===== src/rtl/bit_serializer_pkg.sv =====
// ---------------------------------------------------------------------------
// bit_serializer_pkg
// Shared types and constants for the bit_serializer block.
//   ser_state_t   : FSM state encoding (IDLE, SHIFT, PARITY)
//   DEFAULT_WIDTH : default parallel word width
//   cnt_width()   : width of the per-word bit counter
// PARITY is only reachable when BIT_SERIALIZER_PARITY_EN is defined.
// ---------------------------------------------------------------------------
package bit_serializer_pkg;

  localparam int DEFAULT_WIDTH = 8;

  typedef enum logic [1:0] {
    IDLE   = 2'd0,
    SHIFT  = 2'd1,
    PARITY = 2'd2
  } ser_state_t;

  // The counter only ever holds values 0..width-1, so $clog2 is enough.
  function automatic int cnt_width(input int width);
    return $clog2(width);
  endfunction

endpackage


===== src/rtl/bit_serializer_if.sv =====
// ---------------------------------------------------------------------------
// bit_serializer_if
// Parallel-in handshake plus serial-out bundle for bit_serializer.
//   data_in   : parallel word (WIDTH bits)
//   in_valid  : data_in is valid
//   in_ready  : serializer can accept a word this cycle
//   ser_bit   : serial data bit (feeds the detector din)
//   ser_valid : ser_bit carries a data or parity bit
//   busy      : serializer is not idle
// modport master : upstream word source / observer
// modport slave  : the serializer itself
// ---------------------------------------------------------------------------
interface bit_serializer_if
  import bit_serializer_pkg::*;
#(
  parameter int WIDTH = DEFAULT_WIDTH
);

  logic [WIDTH-1:0] data_in;
  logic             in_valid;
  logic             in_ready;
  logic             ser_bit;
  logic             ser_valid;
  logic             busy;

  modport master (
    output data_in, in_valid,
    input  in_ready, ser_bit, ser_valid, busy
  );

  modport slave (
    input  data_in, in_valid,
    output in_ready, ser_bit, ser_valid, busy
  );

endinterface


===== src/rtl/bit_serializer_parity_calc.sv =====
// ---------------------------------------------------------------------------
// ser_parity_calc
// Combinational even-parity generator: o_parity is the XOR of every bit of
// i_word, so the word plus parity always holds an even number of ones.
//   i_word   : word being accepted
//   o_parity : even-parity bit for i_word
// Only instantiated by bit_serializer when BIT_SERIALIZER_PARITY_EN is set.
// ---------------------------------------------------------------------------
module ser_parity_calc
  import bit_serializer_pkg::*;
#(
  parameter int WIDTH = DEFAULT_WIDTH
) (
  input  logic [WIDTH-1:0] i_word,
  output logic             o_parity
);

  assign o_parity = ^i_word;

endmodule


===== src/rtl/bit_serializer.sv =====
// ---------------------------------------------------------------------------
// bit_serializer
// Parallel-to-serial front end for the serial sequence detector. Words are
// accepted over a valid/ready handshake and shifted out one bit per clock on
// ser_bit. Consecutive words stream with no idle gap.
//   clk   : rising-edge clock
//   rst_n : asynchronous, active-low reset
//   bus   : bit_serializer_if.slave (data_in, in_valid, in_ready,
//           ser_bit, ser_valid, busy)
// Parameters: WIDTH (word width, >= 2), MSB_FIRST (1: bit WIDTH-1 first).
// Optional feature macro: BIT_SERIALIZER_PARITY_EN appends one even-parity
// bit to every word (frame length WIDTH+1).
// ---------------------------------------------------------------------------
module bit_serializer
  import bit_serializer_pkg::*;
#(
  parameter int WIDTH     = DEFAULT_WIDTH,
  parameter bit MSB_FIRST = 1'b1
) (
  input logic             clk,
  input logic             rst_n,
  bit_serializer_if.slave bus
);

  localparam int CW = cnt_width(WIDTH);

  ser_state_t       r_state, w_nextState;
  logic [WIDTH-1:0] r_shift, w_nextShift;
  logic [CW-1:0]    r_cnt, w_nextCnt;
  logic             r_serBit, w_nextSerBit;
  logic             r_serValid, w_nextSerValid;
  logic             w_inReady;
  logic             w_accept;
  logic             w_lastBit;

  // Bit that is presented first from a given shift-register value.
  function automatic logic headBit(input logic [WIDTH-1:0] word);
    return MSB_FIRST ? word[WIDTH-1] : word[0];
  endfunction

  assign w_lastBit = (r_state == SHIFT) && (r_cnt == '0);
  assign w_accept  = bus.in_valid && w_inReady;

`ifdef BIT_SERIALIZER_PARITY_EN
  logic w_parity;
  logic r_parity;

  ser_parity_calc #(.WIDTH(WIDTH)) u_parityCalc (
    .i_word   (bus.data_in),
    .o_parity (w_parity)
  );

  // Parity is captured with the word so it is stable during the PARITY
  // cycle even if upstream already presents the next word.
  always_ff @(posedge clk or negedge rst_n) begin
    if (!rst_n) begin
      r_parity <= 1'b0;
    end else if (w_accept) begin
      r_parity <= w_parity;
    end
  end

  // The last cycle of a frame is the parity cycle.
  assign w_inReady = (r_state == IDLE) || (r_state == PARITY);
`else
  // The last cycle of a frame is the final data bit.
  assign w_inReady = (r_state == IDLE) || w_lastBit;
`endif

  // Next-state logic. ser_bit/ser_valid are computed from the next state so
  // they can be registered and line up with the state they describe.
  always_comb begin
    w_nextState    = r_state;
    w_nextShift    = r_shift;
    w_nextCnt      = r_cnt;
    w_nextSerBit   = 1'b0;
    w_nextSerValid = 1'b0;

    case (r_state)
      IDLE: begin
        if (w_accept) begin
          w_nextState = SHIFT;
          w_nextShift = bus.data_in;
          w_nextCnt   = CW'(WIDTH - 1);
        end
      end
      SHIFT: begin
        if (!w_lastBit) begin
          w_nextShift = MSB_FIRST ? {r_shift[WIDTH-2:0], 1'b0}
                                  : {1'b0, r_shift[WIDTH-1:1]};
          w_nextCnt   = r_cnt - CW'(1);
        end else begin
`ifdef BIT_SERIALIZER_PARITY_EN
          w_nextState = PARITY;
`else
          if (w_accept) begin
            w_nextShift = bus.data_in;
            w_nextCnt   = CW'(WIDTH - 1);
          end else begin
            w_nextState = IDLE;
            w_nextShift = '0;
            w_nextCnt   = '0;
          end
`endif
        end
      end
`ifdef BIT_SERIALIZER_PARITY_EN
      PARITY: begin
        if (w_accept) begin
          w_nextState = SHIFT;
          w_nextShift = bus.data_in;
          w_nextCnt   = CW'(WIDTH - 1);
        end else begin
          w_nextState = IDLE;
          w_nextShift = '0;
          w_nextCnt   = '0;
        end
      end
`endif
      default: begin
        w_nextState = IDLE;
        w_nextShift = '0;
        w_nextCnt   = '0;
      end
    endcase

    case (w_nextState)
      SHIFT: begin
        w_nextSerValid = 1'b1;
        w_nextSerBit   = headBit(w_nextShift);
      end
`ifdef BIT_SERIALIZER_PARITY_EN
      PARITY: begin
        w_nextSerValid = 1'b1;
        w_nextSerBit   = r_parity;
      end
`endif
      default: begin
        w_nextSerValid = 1'b0;
        w_nextSerBit   = 1'b0;
      end
    endcase
  end

  // State and datapath registers; reset drops the line to quiet at once.
  always_ff @(posedge clk or negedge rst_n) begin
    if (!rst_n) begin
      r_state    <= IDLE;
      r_shift    <= '0;
      r_cnt      <= '0;
      r_serBit   <= 1'b0;
      r_serValid <= 1'b0;
    end else begin
      r_state    <= w_nextState;
      r_shift    <= w_nextShift;
      r_cnt      <= w_nextCnt;
      r_serBit   <= w_nextSerBit;
      r_serValid <= w_nextSerValid;
    end
  end

  assign bus.in_ready  = w_inReady;
  assign bus.ser_bit   = r_serBit;
  assign bus.ser_valid = r_serValid;
  assign bus.busy      = (r_state != IDLE);

endmodule

===== src/flat_wrapper.sv =====
// flat-port wrapper written by rule: the top's interface ports become plain ports
module bit_serializer_flat import bit_serializer_pkg::*;
#(
  parameter int WIDTH     = DEFAULT_WIDTH,
  parameter bit MSB_FIRST = 1'b1
)
  (clk, rst_n, bus_data_in, bus_in_valid, bus_in_ready, bus_ser_bit, bus_ser_valid, bus_busy);
  bit_serializer_if #(.WIDTH(WIDTH)) bus_i ();
  input logic clk;
  input logic rst_n;
  input wire logic [$bits(bus_i.data_in)-1:0] bus_data_in;
  input wire logic [$bits(bus_i.in_valid)-1:0] bus_in_valid;
  output wire logic [$bits(bus_i.in_ready)-1:0] bus_in_ready;
  output wire logic [$bits(bus_i.ser_bit)-1:0] bus_ser_bit;
  output wire logic [$bits(bus_i.ser_valid)-1:0] bus_ser_valid;
  output wire logic [$bits(bus_i.busy)-1:0] bus_busy;
  assign bus_i.data_in = bus_data_in;
  assign bus_i.in_valid = bus_in_valid;
  assign bus_in_ready = bus_i.in_ready;
  assign bus_ser_bit = bus_i.ser_bit;
  assign bus_ser_valid = bus_i.ser_valid;
  assign bus_busy = bus_i.busy;
  bit_serializer #(.WIDTH(WIDTH), .MSB_FIRST(MSB_FIRST)) u_core (.clk(clk), .rst_n(rst_n), .bus(bus_i));
endmodule

===== config.mk =====
export PLATFORM = sky130hd
export DESIGN_NAME = bit_serializer_flat
export DESIGN_NICKNAME = d
export VERILOG_FILES = /design/src/rtl/bit_serializer_pkg.sv /design/src/rtl/bit_serializer_if.sv /design/src/rtl/bit_serializer_parity_calc.sv /design/src/rtl/bit_serializer.sv /design/src/flat_wrapper.sv
export SDC_FILE = /design/constraint.sdc
export NUM_CORES = 1
export LEC_CHECK = 0
export BUFFER_PORTS_ARGS = -buffer_cell sky130_fd_sc_hd__buf_2
export CAP_MARGIN = 20
export CORE_MARGIN = 1.5
export CORE_UTILIZATION = 30
export DETAILED_ROUTE_END_ITERATION = 8
export PLACE_DENSITY = 0.56
export SLEW_MARGIN = 20
export SYNTH_ARGS = -nofsm -noshare
export SYNTH_HDL_FRONTEND = slang
export SYNTH_SLANG_ARGS = --single-unit

===== constraint.sdc =====
create_clock -name clk -period 1.7 [get_ports clk]
set_input_delay 0.34 -clock clk [delete_from_list [all_inputs] [get_ports clk]]
set_output_delay 0.34 -clock clk [all_outputs]
set_load 0.02 [all_outputs]

==> summary.md, run 1 <==
| Metric | Value |
|---|---|
| Die width | 51.9 µm |
| Post-synth cell types | 22 |
| Row cnt | 17 |
| Vias per cell | roughly 5.0 |
| CTS tree | built |
| Critical Path RT | between 1 and 1.5 ns |
| Leading area contributor after synthesis | dfrtp_1 |
| Total number of vias | about 610 |
| Tot GR Track Use | 0.126 |
| Post-synth top area share | 0.523 |
| Setup ws final | -0.0815 ns |
| Outcome | finished, violations left |
| Mapped Cells | between 70 and 80 |
| Final GP Congestion | 0.700 |
| Leakage power | just over 0.0004 µW |
| Critical Path Fanout Max | 2 |
| Final net count | around 110 |
| Critical Path AT | roughly 1.4 ns |
| CTS Root Cell | clkbuf_4 |
| Setup crit start kind | flop |
| RSZ-0062 raised after global routing | yes |
| Syn Area/Cell | 9.58 µm² |
| H-tree Lvls | 1 |
| Final ANT Viol Nets | 0 |
| Min-Delay Path Class | input port to flop |
| Clock Latency Late Sink | 0.28 ns |
| Placed Cells | between 100 and 150 |
| Clock-pin slew on the worst setup and hold paths | ~0.090 ns |
| Peak supply drop | roughly 0.52 mV |
| Port Buf Inserts | 14 |
| Average wire per standard cell | 12.2 µm |
| CTS Buffer Depth | 2 |
| First-pass GRT wire length | about 2500 µm |
| Fin crit share | 1.05 |
| Fill cells | roughly 240 |
| Mapped Nets | roughly 90 |
| Crit. End Element | output pin |
| Fraction of registers with async set/reset | 1.00 |
| Fmax | ~560 MHz |
| Total grt overflow | 0 |
| Warning count from the yosys run | 0 |
| Drt first pass iters | 4 |
| Register area | about 380 µm² |
| Clock Sink Count | 15 |
| Largest cells by area after synthesis | dfrtp_1, nor2_1, a31oi_1 |
| EDFF count, synth | 0 |
| Final setup skew | about 0.0092 ns |
| Detailed Place HPWL | between 1000 and 1500 µm |
| Num CTS Buffers | 3 |
| Seq/Total Area, Yosys | 0.523 |
| IO Count | 15 |
| Maxcap violations | 0 |
| Initial antenna violation count | 0 |
| Layout area overhead | 23.5% |
| Failing checks | negative setup slack |
| Die area | 0.00270 mm² |
| Main synth FF type | dfrtp_1 |
| Core footprint | between 0.002 and 0.0025 mm² |
| Synthesized cell area | around 700 µm² |
| Non-Filler Instances | roughly 120 |
| Crit path time final | between 1.5 and 2 ns |
| #FFs+latches synth | 15 |
| Largest net degree at the start of global routing | 16 |
| Setup CP Type | flop to output pin |
| Max-slew violations | 0 |
| Antenna fix cells | 0 |
| Vias in the first global route | 600 |
| # DRC | 0 |
| Layout cells sized above 1 | 0.312 |
| Die Y | between 50 and 60 µm |
| Drt total wl | between 1000 and 1500 µm |
| Initial Util | 0.322 |
| Post-route setup TNS | -0.0815 ns |
| # setup viols final | 1 |
| Final hold vios | 0 |
| Multi-input gate area in the final layout | about 330 µm² |
| DR iter-0 viols | 11 |
| PwrDens | about 870 mW/mm² |
[synthesized netlist by cell type, types with 2 or more instances]
cell type,n
a31oi_1,6
nand3_1,7
o21ai_0,4
nor2_1,12
clkbuf_1,2
ha_1,2
a221oi_1,3
dfrtp_1,15
nand2_1,8
inv_1,4
[cell type report]
type / instances / area share
Sequential cell: 15 / 0.425
Multi-Input combinational cell: 52 / 0.371
Timing Repair Buffer: 18 / 0.118
Tap cell: 28 / 0.0395
Clock buffer: 4 / 0.0296
Inverter: 4 / 0.0169
[critical path, stage by stage (launching register included)]
cell     delay [ns]
dfrtp_1        0.39
inv_2          0.07
ha_4           0.13
ha_4           0.12
and2b_2        0.22
nor2_1         0.08
buf_4          0.14
[registers in the layout (all words and copies together), names as in the netlist]
| register | count |
|---|---|
| u_core.r_state | 2 |
| u_core.bus.ser_bit | 1 |
| u_core.r_cnt | 3 |
| u_core.r_shift | 8 |
| u_core.bus.ser_valid | 1 |
[report_power, final]
part	total [µW]	switching (µW)	internal (µW)
combinational	160	85.4	74.5
clock	203	112	91.0
sequential	412	23.3	388
[final timing paths]
| check | from | end | slack, ns | cells past startpoint |
|---|---|---|---|---|
| max in group asynchronous | rst_n | u_core.r_state[1] | 0.94 | 2 |
| min in group asynchronous | rst_n | u_core.r_shift[0] | 0.48 | 2 |
| min reg2reg | u_core.r_shift[0] | u_core.r_shift[0] | 0.54 | 2 |
| max reg2reg | u_core.r_cnt[1] | u_core.r_shift[0] | 0.11 | 7 |
| min | bus_data_in[7] | u_core.r_shift[7] | 0.30 | 3 |
| max | u_core.r_cnt[1] | bus_in_ready | -0.08 | 6 |
[layer usage]
layer / global-route usage / routed length (µm) / vias up / part of all wire
li1: - / - / 295 / -
met3: 0.0172 / 33 / 2 / 0.022
met1: 0.144 / 713 / 302 / 0.48
met2: 0.217 / 718 / 7 / 0.49
met5: 0 / 0 / - / 0
met4: 0.0789 / 12 / 0 / 0.0081
[cells in the final DEF, fill, tap and decap left out, types with 2 or more instances in the layout]
cell / count
buf_4: 4
nor2_1: 12
dfrtp_1: 14
nand2_1: 8
inv_2: 2
buf_2: 13
clkbuf_4: 3
o21ai_0: 4
a31oi_1: 6
nand3_1: 7
a221oi_1: 3
ha_4: 2
inv_1: 2
[stage by stage]
stage               setup WS (ns)  power (µW)  utilization  hold slack [ns]  instance area, µm²
floorplan                  0.0396         506            -           0.0444                 718
global placement           0.0465         547        0.358            0.264                 800
detailed placement         0.0183         550        0.358            0.268                 800
CTS                        -0.147         780        0.392            0.295                 876
global route               -0.167         821        0.397            0.315                 887
finish                    -0.0815         775        0.397            0.302                 887
[logic make-up after synthesis]
group | after synthesis | synth area share
simple gates | 33 | 0.233
compound gates | 16 | 0.150
flops | 15 | 0.523
buf+inv | 8 | 0.0540
fa+ha+maj | 2 | 0.0348
other cells | 1 | 0.00522
[what timing repair did]
action,4_1_cts,5_1_grt
hold buffers,1,0
setup buffers,3,0
hold endpoints to repair,15,0
resized for setup,4,4
setup endpoints to repair,1,8
pin swaps,1,2
No activity file was read; power rests on OpenSTA's default activity.
==> inputs of run 2 (changes only) <==
Settings changed: CORE_UTILIZATION 30 to 51, CTS_CLUSTER_SIZE set to 10, PLACE_DENSITY 0.56 to 0.82, RECOVER_POWER set to 100.
==> run 2 against run 1 <==
Against the previous run:
- the flow still finishes with violations (negative setup slack)
- final cell count shrank 11%
- global-route usage grew 7.9 points
- worst hold slack gained 0.0066 ns
- sequential cell count is the same
- worst setup slack lost 0.030 ns
- clock skew shrank 0.0073 ns
- core utilization grew 28 points
- via count grew 2.5%
- register-to-register slack lost 0.02 ns
- count of clock-buffer cells in the layout is the same
- combinational power grew 4%
- critical endpoint unchanged
==> summary.md, run 2 (synthesis gave the netlist of run 1 again) <==
| Metric | Value |
|---|---|
| Outcome | finished, violations left (unchanged) |
| Failing checks | negative setup slack (unchanged) |
| Min-Delay Path Class | input port to flop (unchanged) |
| Die area | 0.00164 mm² (was 0.00270 mm²) |
| Clock Latency Late Sink | 0.28 ns (about the same) |
| Crit path time final | 1.81 ns (was 1.78 ns) |
| Largest regs | u_core.r_shift: 8 flops, u_core.r_cnt: 3 flops, u_core.r_state: 2 flops (unchanged) |
| Most common cell after layout, fill and taps aside | dfrtp_1 (unchanged) |
| Setup crit start kind | flop (unchanged) |
| Average wire per standard cell | 13.8 µm (was 12.2 µm) |
| Row cnt | 13 (was 17) |
| Initial Util | 0.552 (was 0.322) |
| Vias per cell | 5.75 (was 5.01) |
| Least-Margin Pin Slew | approximately 0.8 ns |
| Sw Share | 0.288 (was 0.285) |
| Most frequent cells in the layout | dfrtp_1, nor2_1, buf_2 (was dfrtp_1, buf_2, nor2_1) |
| Switching power total | 225 µW (was 221 µW) |
| Critical Path RT | 1.36 ns (about the same) |
| Antenna fix cells | 0 (unchanged) |
| Critical Path Fanout Max | 2 (unchanged) |
| Combinational power share | 0.212 (was 0.206) |
| Final hold vios | 0 (unchanged) |
| Die Y | 40.5 µm (was 51.9 µm) |
| Largest register FFs | 8 (unchanged) |
| Reg2reg path depth | 7 (unchanged) |
| Final ANT Viol Nets | 0 (unchanged) |
| Power share of the clock group | 0.259 (was 0.262) |
| Reg2reg setup slack | 0.09 ns (was 0.11 ns) |
| DR iter-0 viols | 38 (was 11) |
| Pwr Total | 782 µW (was 775 µW) |
| H-tree Lvls | 1 (unchanged) |
| Core footprint | 0.00130 mm² (was 0.00223 mm²) |
| Leakage power | 0.000396 µW (was 0.000404 µW) |
| Multi-input gate area in the final layout | 334 µm² (was 329 µm²) |
| Drt first pass iters | 4 (unchanged) |
| Clock Sink Count | 15 (unchanged) |
| Reg-to-Reg Start | u_core.r_cnt[0] (was u_core.r_cnt[1]) |
| Biggest register | u_core.r_shift (unchanged) |
| Total number of vias | 621 (was 606) |
| Drt total wl | 1500 µm (was 1480 µm) |
| First-pass GRT wire length | 2170 µm (was 2480 µm) |
| Total grt overflow | 0 (unchanged) |
| Initial antenna violation count | 0 (unchanged) |
| Detailed Place HPWL | 1020 µm (about the same) |
| CP endpoint | bus_in_ready (unchanged) |
| Port Buf Inserts | 14 (unchanged) |
| Fmax | 552 MHz (was 561 MHz) |
| # setup viols final | 1 (unchanged) |
| Tot GR Track Use | 0.204 (was 0.126) |
| Clock-pin slew on the worst setup and hold paths | 0.09 ns (about the same) |
| Register area | 377 µm² (unchanged) |
| Cell internal pwr | 557 µW (was 554 µW) |
| Final GP Congestion | 0.695 (was 0.700) |
| Fill cells | 113 (was 238) |
| Slew headroom | 0.458 |
| Vias in the first global route | 513 (was 600) |
| Share of power burned in registers | 0.529 (was 0.531) |
| CTS Root Cell | clkbuf_4 (unchanged) |
| Maxcap violations | 0 (unchanged) |
| RSZ-0062 raised after global routing | yes (unchanged) |
| Fin crit share | 1.07 (was 1.05) |
| Final net count | 107 (unchanged) |
| Die width | 40.5 µm (was 51.9 µm) |
| CP startpoint | u_core.r_cnt[0] (was u_core.r_cnt[1]) |
| # DRC | 0 (unchanged) |
| Num CTS Buffers | 3 (unchanged) |
| Max-slew violations | 0 (unchanged) |
| Peak supply drop | 0.467 mV (was 0.521 mV) |
| FF-to-FF End | u_core.bus.ser_bit (was u_core.r_shift[0]) |
| Layout area overhead | 22.0% (was 23.5%) |
| Final setup skew | 0.00191 ns (was 0.00924 ns) |
| Post-route setup TNS | -0.112 ns (was -0.0815 ns) |
| Largest net degree at the start of global routing | 16 (unchanged) |
| Crit. End Element | output pin (unchanged) |
| Layout cells sized above 1 | 0.301 (was 0.312) |
| Critical Path AT | 1.47 ns (was 1.44 ns) |
| IO Count | 15 (unchanged) |
| Setup CP Type | flop to output pin (unchanged) |
| Setup ws final | -0.112 ns (was -0.0815 ns) |
| CTS Buffer Depth | 2 (unchanged) |
| PwrDens | 892 mW/mm² (was 874 mW/mm²) |
| CTS tree | built (unchanged) |
==> run 2: changes by cell type in the layout (fill, tap and decap cells not counted) <==
| cell | change |
|---|---|
| buf_2 | -3 |
| buf_4 | -1 |
| buf_6 | +1 |
| clkbuf_1 | +3 |
| nand2b_1 | -1 |
| nand2b_2 | +1 |
| nor2_1 | -1 |
| nor2_2 | +1 |
==> run 2: worst max-delay path, stage by stage (launching register included) <==
cell     delay, ns
dfrtp_1       0.41
inv_2         0.07
ha_4          0.13
ha_4          0.13
and2b_2       0.23
nor2_2        0.10
buf_6         0.12
==> run 2: routing by layer <==
layer | up-vias | track usage | share of wire
li1 | 294 | - | -
met1 | 295 | 0.263 | 0.41
met2 | 28 | 0.333 | 0.52
met3 | 4 | 0.0500 | 0.050
met4 | 0 | 0.0667 | 0.015
met5 | - | 0 | 0
==> run 2: repair_timing <==
action / CTS / global route
gates cloned: 0 / 0
endpoints found under the hold margin: 15 / 0
setup endpoints to repair: 1 / 5
hold buffers: 1 / 0
setup buffers: 2 / 1
pin swaps: 2 / 0
gates resized for setup: 4 / 7
==> run 2: power groups by stage <==
| stage | registers (µW) | logic (µW) | clock network, µW |
|---|---|---|---|
| finish | 413 | 166 | 202 |
| global route | 418 | 185 | 213 |
| CTS | 411 | 152 | 200 |
| detailed placement | 419 | 132 | 0 |
| global placement | 416 | 127 | 0 |
| floorplan | 415 | 91.2 | 0 |
==> run 2: how the worst min path moves through the flow <==
stage	cells after the start	slack (ns)	from	end
after global routing	3	0.32	bus_data_in[3]	u_core.r_shift[3]
after detailed placement	1	0.26	rst_n	u_core.r_state[1]
final	3	0.31	bus_data_in[7]	u_core.r_shift[7]
after CTS	3	0.32	bus_data_in[2]	u_core.r_shift[2]
after floorplan	0	0.04	rst_n	u_core.bus.ser_bit
after global placement	1	0.26	rst_n	u_core.r_state[0]
==> run 2: per-stage QoR <==
stage	area [µm²]	util	setup slack [ns]	cells	hold WS, ns
6_report	876	0.673	-0.112	108	0.309
5_1_grt	876	0.673	-0.163	108	0.318
4_1_cts	852	0.655	-0.148	107	0.316
3_5_place_dp	783	0.602	0.0107	100	0.263
3_3_place_gp	783	0.602	0.0606	100	0.256
2_1_floorplan	718	-	0.0396	75	0.0444
==> run 2: area by class of cell <==
cell class                 instances  share of cell area
tap                               15              0.0214
clock buffer                       4              0.0300
sequential                        15               0.430
inverter                           4              0.0171
timing repair buffer              18               0.120
multi-input combinational         52               0.381
==> inputs of run 3 (changes only) <==
--- a/config.mk
+++ b/config.mk
@@ -8,5 +8,4 @@
 export BUFFER_PORTS_ARGS = -buffer_cell sky130_fd_sc_hd__buf_2
 export CAP_MARGIN = 20
-export CORE_MARGIN = 1.5
 export CORE_UTILIZATION = 51
 export CTS_CLUSTER_SIZE = 10
==> constraint.sdc (replaced) <==
create_clock -name clk -period 1.7 [get_ports clk]
set_input_delay 0.17 -clock clk [delete_from_list [all_inputs] [get_ports clk]]
set_output_delay 0.17 -clock clk [all_outputs]
set_load 0.02 [all_outputs]
==> run 3 against run 2 <==
Against the previous run:
- the run now ends clean
- core utilization shrank 0.96 points
- count of clock-buffer cells in the layout down 1
- worst setup slack gained 0.18 ns
- clock power about the same
- total power fell by 0.67%
- via count down 6.1%
- sequential share of layout area up 0.48 points
- critical path depth is the same
- die area is 4.9% lower
- non-clock buffer count unchanged
- routed wire length down 0.27%
- global-route usage is 2.6 points higher
- critical endpoint unchanged
- highest routed layer unchanged
==> summary.md, run 3 (synthesis gave the netlist of run 1 again) <==
| Metric | Value |
|---|---|
| Total grt overflow | 0 (unchanged) |
| Num CTS Buffers | 3 (unchanged) |
| Setup crit start kind | flop (unchanged) |
| Non-Filler Instances | 108 (unchanged) |
| Detailed Place HPWL | 956 µm (was 1020 µm) |
| H-tree Lvls | 1 (unchanged) |
| IO Count | 15 (unchanged) |
| Outcome | finished, final reports clean (was finished, violations left) |
| Min-Delay Path Class | input port to flop (unchanged) |
| PwrDens | 899 mW/mm² (was 892 mW/mm²) |
| Layout area overhead | 20.2% (was 22.0%) |
| Max-slew violations | 0 (unchanged) |
| Most frequent cells in the layout | dfrtp_1, nor2_1, buf_2 (unchanged) |
| Fmax | 614 MHz (was 552 MHz) |
| Drt total wl | 1490 µm (was 1500 µm) |
| Total number of vias | 583 (was 621) |
| Drt first pass iters | 4 (unchanged) |
| Final GP Congestion | 0.683 (was 0.695) |
| Die area | 0.00156 mm² (was 0.00164 mm²) |
| Post-DP Area | 783 µm² (unchanged) |
| Initial antenna violation count | 0 (unchanged) |
| Final hold vios | 0 (unchanged) |
| Layout cells sized above 1 | 0.301 (unchanged) |
| GRT busiest layer | met2 (unchanged) |
| Crit. End Element | output pin (unchanged) |
| Maxcap violations | 0 (unchanged) |
| Die Y | 39.5 µm (was 40.5 µm) |
| GR Layer Usage met3 | 0.0568 (was 0.0500) |
| CTS tree | built (unchanged) |
| Slew headroom | 0.471 (was 0.458) |
| Critical Path AT | 1.46 ns (was 1.47 ns) |
| # DRC | 0 (unchanged) |
| Antenna fix cells | 0 (unchanged) |
| Largest net degree at the start of global routing | 16 (unchanged) |
| Fin crit share | 0.958 (was 1.07) |
| Largest register FFs | 8 (unchanged) |
| Row cnt | 13 (unchanged) |
| Final net count | 107 (unchanged) |
| Met2 track utilization from global routing | 0.324 (was 0.333) |
| Least-Margin Pin Slew | 0.793 ns (was 0.814 ns) |
| Core footprint | 0.00130 mm² (unchanged) |
| Finished Cell Area | 863 µm² (was 876 µm²) |
| Final ANT Viol Nets | 0 (unchanged) |
| Clock Latency Late Sink | 0.28 ns (about the same) |
| Largest regs | u_core.r_shift: 8 flops, u_core.r_cnt: 3 flops, u_core.r_state: 2 flops (unchanged) |
| # setup viols final | 0 (was 1) |
| Most common cell after layout, fill and taps aside | dfrtp_1 (unchanged) |
| CTS Root Cell | clkbuf_4 (unchanged) |
| Critical Path RT | 1.53 ns (was 1.36 ns) |
| CTS Buffer Depth | 2 (unchanged) |
| Fill cells | 118 (was 113) |
| Leakage power | 0.000396 µW (about the same) |
| Tot GR Track Use | 0.230 (was 0.204) |
| Routing usage on met1 | 0.321 (was 0.263) |
| Vias in the first global route | 515 (was 513) |
| Setup CP Type | flop to output pin (unchanged) |
| Final setup skew | 0.00265 ns (was 0.00191 ns) |
| Vias per cell | 5.40 (was 5.75) |
| Average wire per standard cell | 13.8 µm (about the same) |
| Placed Cells | 100 (unchanged) |
| Crit path time final | 1.63 ns (was 1.81 ns) |
| DR iter-0 viols | 19 (was 38) |
| First-pass GRT wire length | 2330 µm (was 2170 µm) |
| Biggest register | u_core.r_shift (unchanged) |
| Die width | 39.5 µm (was 40.5 µm) |
| Port Buf Inserts | 14 (unchanged) |
| Peak supply drop | 0.654 mV (was 0.467 mV) |
| Clock Sink Count | 15 (unchanged) |
| Critical Path Fanout Max | 2 (unchanged) |
| Clock-pin slew on the worst setup and hold paths | 0.09 ns (about the same) |
| Initial Util | 0.552 (unchanged) |
==> run 3: cell types whose count changed in the layout (fill, tap and decap cells not counted) <==
cell,before,now
clkinv_2,0,1
clkbuf_1,4,3
clkbuf_2,0,1
dfrtp_2,1,0
nor3b_2,0,1
buf_6,1,0
dfrtp_1,14,15
nor3b_4,1,0
==> run 3: per-layer routing <==
layer | vias to the layer above | wire length, µm
met5 | - | 0
met4 | 0 | 36
met3 | 4 | 45
met2 | 12 | 719
met1 | 272 | 690
li1 | 295 | -
==> run 3: stage by stage <==
stage | worst slack (ns) | TNS (ns) | util | power (µW) | hold slack (ns)
3_3_place_gp | 0.154 | 0 | 0.602 | 543 | 0.0934
4_1_cts | 0.0214 | 0 | 0.662 | 773 | 0.132
2_1_floorplan | 0.210 | 0 | - | 506 | -0.126
6_report | 0.0714 | 0 | 0.663 | 776 | 0.142
3_5_place_dp | 0.0905 | 0 | 0.602 | 547 | 0.0946
5_1_grt | -0.00864 | -0.00864 | 0.663 | 822 | 0.146
==> run 3: critical path, cell delays in order (launching register included) <==
cell and delay [ns]:
dfrtp_1 0.39, inv_2 0.07, ha_4 0.14, ha_4 0.12
and2b_2 0.22, nor2_2 0.08, buf_4 0.15
==> run 3: worst paths after layout <==
check                      slack (ns)  cells past startpoint                end               from
setup / recovery                 0.07                      6       bus_in_ready    u_core.r_cnt[1]
hold / removal                   0.14                      3  u_core.r_shift[7]     bus_data_in[7]
setup reg to reg                 0.11                      6    u_core.r_cnt[0]    u_core.r_cnt[1]
hold reg to reg                  0.55                      2  u_core.r_shift[0]  u_core.r_shift[0]
max in group asynchronous        0.73                      2  u_core.r_shift[4]              rst_n
min in group asynchronous        0.48                      2    u_core.r_cnt[0]              rst_n
==> run 3: area by class of cell <==
| cell class | count | area, µm² | share of cell area |
|---|---|---|---|
| clock buffer | 3 | 22.5 | 0.0261 |
| clock inverter | 1 | 5.00 | 0.00580 |
| sequential | 15 | 375 | 0.435 |
| timing repair buffer | 18 | 98.8 | 0.114 |
| multi-input combinational | 52 | 328 | 0.380 |
| tap | 15 | 18.8 | 0.0217 |
| inverter | 4 | 15.0 | 0.0174 |
==> run 3: where the power goes <==
part	internal [µW]	total (µW)	leakage, µW	switching (µW)
Clock	87.2	205	0.0000177	118
Combinational	71.9	159	0.000185	87.1
Sequential	388	412	0.000192	24.2
==> run 3: repair_timing <==
item / 4_1_cts / 5_1_grt
buffers inserted: 3 / 0
pin swaps: 1 / 1
endpoints found under the hold margin: 15 / 0
endpoints found under the setup margin: 1 / 5
resized for setup: 4 / 5
hold buffers: 1 / 0
